<file path="config.mk">
export PLATFORM = sky130hd
export DESIGN_NAME = mem_responder
export DESIGN_NICKNAME = d
export VERILOG_FILES = /design/src/rtl/mem_responder.sv
export SDC_FILE = /design/constraint.sdc
export NUM_CORES = 1
export LEC_CHECK = 0
export ABC_AREA = 0
export BUFFER_PORTS_ARGS = -buffer_cell sky130_fd_sc_hd__buf_4
export CAP_MARGIN = 20
export CORE_MARGIN = 4
export CORE_UTILIZATION = 60
export DETAILED_ROUTE_END_ITERATION = 6
export HOLD_SLACK_MARGIN = 0.02
export PLACE_DENSITY = 0.78
export SLEW_MARGIN = 0
export SYNTH_ARGS = -nofsm -noshare
export SYNTH_HDL_FRONTEND = slang
export SYNTH_SLANG_ARGS = --single-unit
</file>
<file path="constraint.sdc">
create_clock -name clk -period 2.9 [get_ports clk]
set_input_delay 0 -clock clk [delete_from_list [all_inputs] [get_ports clk]]
set_output_delay 0 -clock clk [all_outputs]
set_load 0.02 [all_outputs]
</file>
<file path="src/rtl/mem_responder.sv">
// Memory-side responder: 2**ADDR_W x DATA_W storage with registered read data,
// a clear sweep after reset, sticky read/write conflict flag and saturating activity counters.
module mem_responder #(
   parameter int                ADDR_W   = 5,
   parameter int                DATA_W   = 8,
   parameter int                CNT_W    = 16,
   parameter logic [DATA_W-1:0] INIT_VAL = '0
) (
   input  logic              clk,
   input  logic              rst_n,
   input  logic              read,
   input  logic              write,
   input  logic [ADDR_W-1:0] addr,
   input  logic [DATA_W-1:0] data_in,
   output logic [DATA_W-1:0] data_out,
   output logic              rd_valid,
   output logic              ready,
   output logic              err,
   input  logic              err_clr,
   output logic [CNT_W-1:0]  wr_count,
   output logic [CNT_W-1:0]  rd_count
);

   localparam int DEPTH = 2 ** ADDR_W;
   // One extra sweep bit: the cycle after the last word marks sweep completion.
   localparam logic [ADDR_W:0] SWEEP_END = (ADDR_W + 1)'(DEPTH);

   typedef enum logic {INIT, RUN} state_t;

   state_t              state_q, state_d;
   logic [ADDR_W:0]     sweep_q, sweep_d;
   logic [DATA_W-1:0]   data_out_q, data_out_d;
   logic                rd_valid_q, rd_valid_d;
   logic                ready_q, ready_d;
   logic                err_q, err_d;
   logic [CNT_W-1:0]    wr_count_q, wr_count_d;
   logic [CNT_W-1:0]    rd_count_q, rd_count_d;

   logic [DATA_W-1:0]   mem_q [DEPTH];
   logic                mem_we;
   logic [ADDR_W-1:0]   mem_waddr;
   logic [DATA_W-1:0]   mem_wdata;

   always_comb begin
      state_d    = state_q;
      sweep_d    = sweep_q;
      data_out_d = data_out_q;
      rd_valid_d = 1'b0;
      ready_d    = ready_q;
      err_d      = err_q;
      wr_count_d = wr_count_q;
      rd_count_d = rd_count_q;
      mem_we     = 1'b0;
      mem_waddr  = addr;
      mem_wdata  = data_in;

      if (err_clr) err_d = 1'b0;

      case (state_q)
         INIT: begin
            if (sweep_q == SWEEP_END) begin
               state_d = RUN;
               ready_d = 1'b1;
            end else begin
               mem_we    = 1'b1;
               mem_waddr = sweep_q[ADDR_W-1:0];
               mem_wdata = INIT_VAL;
               sweep_d   = sweep_q + 1'b1;
            end
         end
         RUN: begin
            if (read && write) begin
               // A conflict wins over a simultaneous clear.
               err_d = 1'b1;
            end else if (write) begin
               mem_we = 1'b1;
               if (wr_count_q != '1) wr_count_d = wr_count_q + 1'b1;
            end else if (read) begin
               data_out_d = mem_q[addr];
               rd_valid_d = 1'b1;
               if (rd_count_q != '1) rd_count_d = rd_count_q + 1'b1;
            end
         end
         default: state_d = INIT;
      endcase
   end

   always_ff @(posedge clk) begin
      if (!rst_n) begin
         state_q    <= INIT;
         sweep_q    <= '0;
         data_out_q <= '0;
         rd_valid_q <= 1'b0;
         ready_q    <= 1'b0;
         err_q      <= 1'b0;
         wr_count_q <= '0;
         rd_count_q <= '0;
      end else begin
         state_q    <= state_d;
         sweep_q    <= sweep_d;
         data_out_q <= data_out_d;
         rd_valid_q <= rd_valid_d;
         ready_q    <= ready_d;
         err_q      <= err_d;
         wr_count_q <= wr_count_d;
         rd_count_q <= rd_count_d;
      end
   end

   always_ff @(posedge clk) begin
      if (rst_n && mem_we) mem_q[mem_waddr] <= mem_wdata;
   end

   assign data_out = data_out_q;
   assign rd_valid = rd_valid_q;
   assign ready    = ready_q;
   assign err      = err_q;
   assign wr_count = wr_count_q;
   assign rd_count = rd_count_q;

endmodule

</file>
* After elaboration in Yosys (flattened, before gate mapping)
Memory sizes are Yosys's and may differ from the RTL's. A register that Yosys moved wholly into a read port is not among the register bits. Cells that the tools add are included.
Word-level totals: bits of input ports 18, word-level logic and storage cells 44, RAM bits 256, memories 1, register bits after elaboration 42
Cells by class: bitwise gates (word level) 5, reduce and logical (&&, ||, !) cells 9, equal/unequal tests 3, add/subtract/negate cells 3, multiplexer cells 16
Memories:
- mem_q | words 32, width 8, rd ports 1, clocked after memory_dff 1, wr ports 1, line 39 | logic [DATA_W-1:0] mem_q [DEPTH];
Operator list (number):
- adder 16 x 1 -> 16 bit (second input constant) | 2
- != test 16 bit (second input constant) | 2
- 2-to-1 mux 8 bit | 2
- 2-to-1 mux 1 bit | 11
- 2-to-1 mux 5 bit | 2
- AND reduction 4 bit | 2
- adder 6 x 1 -> 6 bit (second input constant) | 1
- equality test 6 bit (second input constant) | 1
- inverter 1 bit | 5
- AND reduction 5 bit | 1
- AND reduction 2 bit | 2
- OR reduction 4 bit | 1
- logical AND 1 bit | 2
- case mux 1 bit (2 select lines) | 1
- zero test 1 bit | 1

* Depth between registers and ports, before layout
depth after elaboration 6, gate-level depth with buffers 8

* Least setup slack after synthesis
OpenSTA, ideal clock, no wires.
path kind flip-flop to flip-flop, start point register sweep_q[0], end point memory mem_q[16][0] (enable), data required time 2.530 ns, setup time 0.370 ns, stages on the path, launching flop included 7, setup slack 0.778 ns, arrival 1.752 ns, path through dfxtp_1 -> inv_1 -> ha_1 -> a31o_2 -> a21oi_1 -> nand2_1 -> nor2_1
On the way: word-level cells in the longest chain between the ends 6
RTL lines:
- from (decl) | line 31 | logic [ADDR_W:0] sweep_q, sweep_d;
- from (signal assigned) | line 100 | sweep_q <= sweep_d;
- equality test 6 bit | line 61 | if (sweep_q == SWEEP_END) begin
- 2-to-1 mux 1 bit | line 61
- case mux 1 bit (2 select lines) | line 59 | case (state_q)
- logical AND 1 bit | line 111 | if (rst_n && mem_we) mem_q[mem_waddr] <= mem_wdata;
- 2-to-1 mux 1 bit | line 111
- 2-to-1 mux 1 bit (not written as such) | line 111
- to (decl) | line 39
Several ways; a longest one is shown, not always the timed one.

* Worst setup path after layout
start point register sweep_q[2], end point memory mem_q[2][4] (enable)
Same word-level chain as after synthesis.

==> reports/metrics.cfg <==
[pwr]
cellLeakagePower_nw = 5.36
pwr_density_cell_mw_per_mm2 = 624
ir_drop_uv = 434

[cts]
cts_root_buffer = clkbuf_16
htreeDepth = 1
numCtsBuffers = 30
post_cts_buffers = 0
max-clock-path-buffers = 3
clk_latency_ns = 0.54
clkTransAtPathRegs_ns = 0.06
cts_tree = built
hold_buffers = 3
clock_sinks = 306
cts_resized = 0

[cells_and_area]
syn_to_final_growth_pct = 15.2
drive_gt1_frac = 0.161
nNetsFinal = 975
final_cell_mix = edfxtp_1 (256), mux2i_1 (130), buf_4 (99)
final_common_cell = edfxtp_1
n_fill_cell = 1352
antenna_cells = 0

[run_status]
status = completed

[min_path]
hold_class = input port to register

[routing]
initialDrtViolationCount = 779
drc = 0
avgViaCountPerCell = 6.15
postRouteAntennaNets = 0
wl_um = 27900
vias = 7674
dr.pass1.iters = 5
routedWlPerCell_um = 22.4

[placed_design]
io_buffers = 60
hpwl_um = 17700
gp_congestion = 0.862
dpl_worst_slack_ns = 0.238

[sta]
max_freq_mhz = 351
fin_skew_ns = 0.0165
min_period_ns = 2.85
hold_violations = 0
fin_setup_tns_ns = 0
tightest_slew_ns = 1.11
slew_headroom = 0.258
min_period_over_period = 0.984
slew_viol_final = 0
finalSetupViolCount = 0
rsz0062_at_grt = no
fin_ws_ns = 0.0477

[worst_setup_path]
worst_setup_path_end_kind = register
worstPathRequired_ns = 3.08
critical_path_class = register to register
arrival_ns = 3.03
start_kind = register
cp_max_fo = 17

[global_route]
grtUsageTotal = 0.237
grt-ovfl-total = 0
antenna_found_initial = 0
grt_pass1_vias = 7621
grt_pass1_wl_um = 43600
grt_start_max_net_pins = 39

[synthesis]
synth_top_area_frac = 0.611
syn_avg_cell_area_um2 = 14.6
yosysTopAreaCell = edfxtp_1
synth.distinct_cells = 55
syn_nets = 885
yosysSeqAreaShare = 0.690
synthArstFlopShare = 0
synthFlopType = edfxtp_1
syn-instance-count = 863
yosys_warnings = 0
synthTopCellsByArea = edfxtp_1 (61%), mux2i_1 (10%), dfxtp_1 (7.9%)
ys_ff_latch = 306
synth_edf_count = 256
synth_area_mm2 = 0.0126

[die]
fp-row-count = 52
core-area_mm2 = 0.0204
chipHeight_um = 153
dieArea_mm2 = 0.0234
start_util = 0.616
ios = 61
die-width_um = 153

[flow_run]
drv_cap = 0

per-layer routing:
layer / wire (um) / GRT usage / part of all wire / vias to the layer above
li1: - / - / - / 3514
met1: 11600 / 0.341 / 0.42 / 3754
met2: 13300 / 0.380 / 0.48 / 346
met3: 2250 / 0.0351 / 0.080 / 60
met4: 738 / 0.0721 / 0.026 / 0
met5: 0 / 0 / 0 / -
report_power, final:
part,total (mW),internal [mW],switching [mW]
Combinational,0.370,0.143,0.227
Clock,3.95,2.41,1.54
Sequential,4.74,4.72,0.0110
Total,9.05,7.27,1.78
cell type report:
| class | count | area [um2] | share of cell area |
|---|---|---|---|
| Inverter | 8 | 30.0 | 0.00207 |
| Clock inverter | 16 | 175 | 0.0121 |
| Multi-Input combinational cell | 502 | 3590 | 0.248 |
| Timing Repair Buffer | 105 | 825 | 0.0569 |
| Sequential cell | 306 | 8690 | 0.599 |
| Tap cell | 270 | 338 | 0.0233 |
| Clock buffer | 40 | 851 | 0.0587 |
sequential cells by signal, indices dropped and copies added, names as in the netlist:
| name | cells |
|---|---|
| mem_q | 256 |
| rd_valid | 1 |
| data_out | 8 |
| rd_count | 16 |
| wr_count | 16 |
| state_q | 1 |
| ready | 1 |
| err | 1 |
| sweep_q | 6 |
cell families (layout without fill, tap and decap cells):
group,after synthesis,count (layout),share of synthesized area
AO/OA/AOI/OAI,162,162,0.0860
XOR/XNOR,28,28,0.0195
adder cells (fa/ha/maj),4,4,0.00398
buffers and inverters,55,169,0.0252
flip-flops,306,306,0.690
multiplexers,130,130,0.103
AND/OR/NAND/NOR,178,178,0.0719
cells in the mapped netlist, types with 2 or more instances:
master and n:
and2_1 11, buf_1 2, xnor2_1 21, nand2b_1 6, nand2_1 20, nor2b_1 7, buf_2 7, or4_1 10
a211oi_1 9, buf_8 3, clkbuf_1 23, or2_1 2, nand4_1 6, mux2i_1 130, inv_1 8, o211ai_1 2
a41oi_1 2, o21ai_0 8, ha_1 4, buf_6 3, nand3_1 16, edfxtp_1 256, buf_4 8, dfxtp_1 50
a2111oi_0 4, o21ai_1 8, a22oi_1 64, and4_1 4, a31oi_1 3, a21oi_1 49, nor2_1 70, xor2_1 7
o41ai_1 2, nor3_1 8, nor3b_1 2, and3_1 7, a2111oi_2 2, and3b_1 2
critical path, cell delays in order (launching register included):
cell     delay [ns]
dfxtp_1        0.35
nor3_2         0.37
a31o_2         0.40
nor3_1         0.08
o21ai_1        0.86
nor2_1         0.43
worst paths after layout:
path                    start           to  slack [ns]  cells after the start
setup / recovery   sweep_q[2]  mem_q[2][4]        0.05                      5
setup reg to reg   sweep_q[2]  mem_q[2][4]        0.05                      5
hold reg to reg   wr_count[9]  wr_count[9]        0.50                      2
hold / removal           read  rd_count[2]        0.13                      3
stage by stage:
step	utilization	hold slack (ns)	cells	power, mW	instance area (um2)
floorplan	-	0.165	863	5.08	12600
global placement	0.658	0.265	1188	5.18	13400
detailed placement	0.658	0.272	1188	5.19	13400
CTS	0.710	0.102	1247	9.11	14500
global route	0.710	0.144	1247	9.32	14500
finish	0.710	0.125	1247	9.05	14500
No activity file was read; power rests on OpenSTA's default activity.
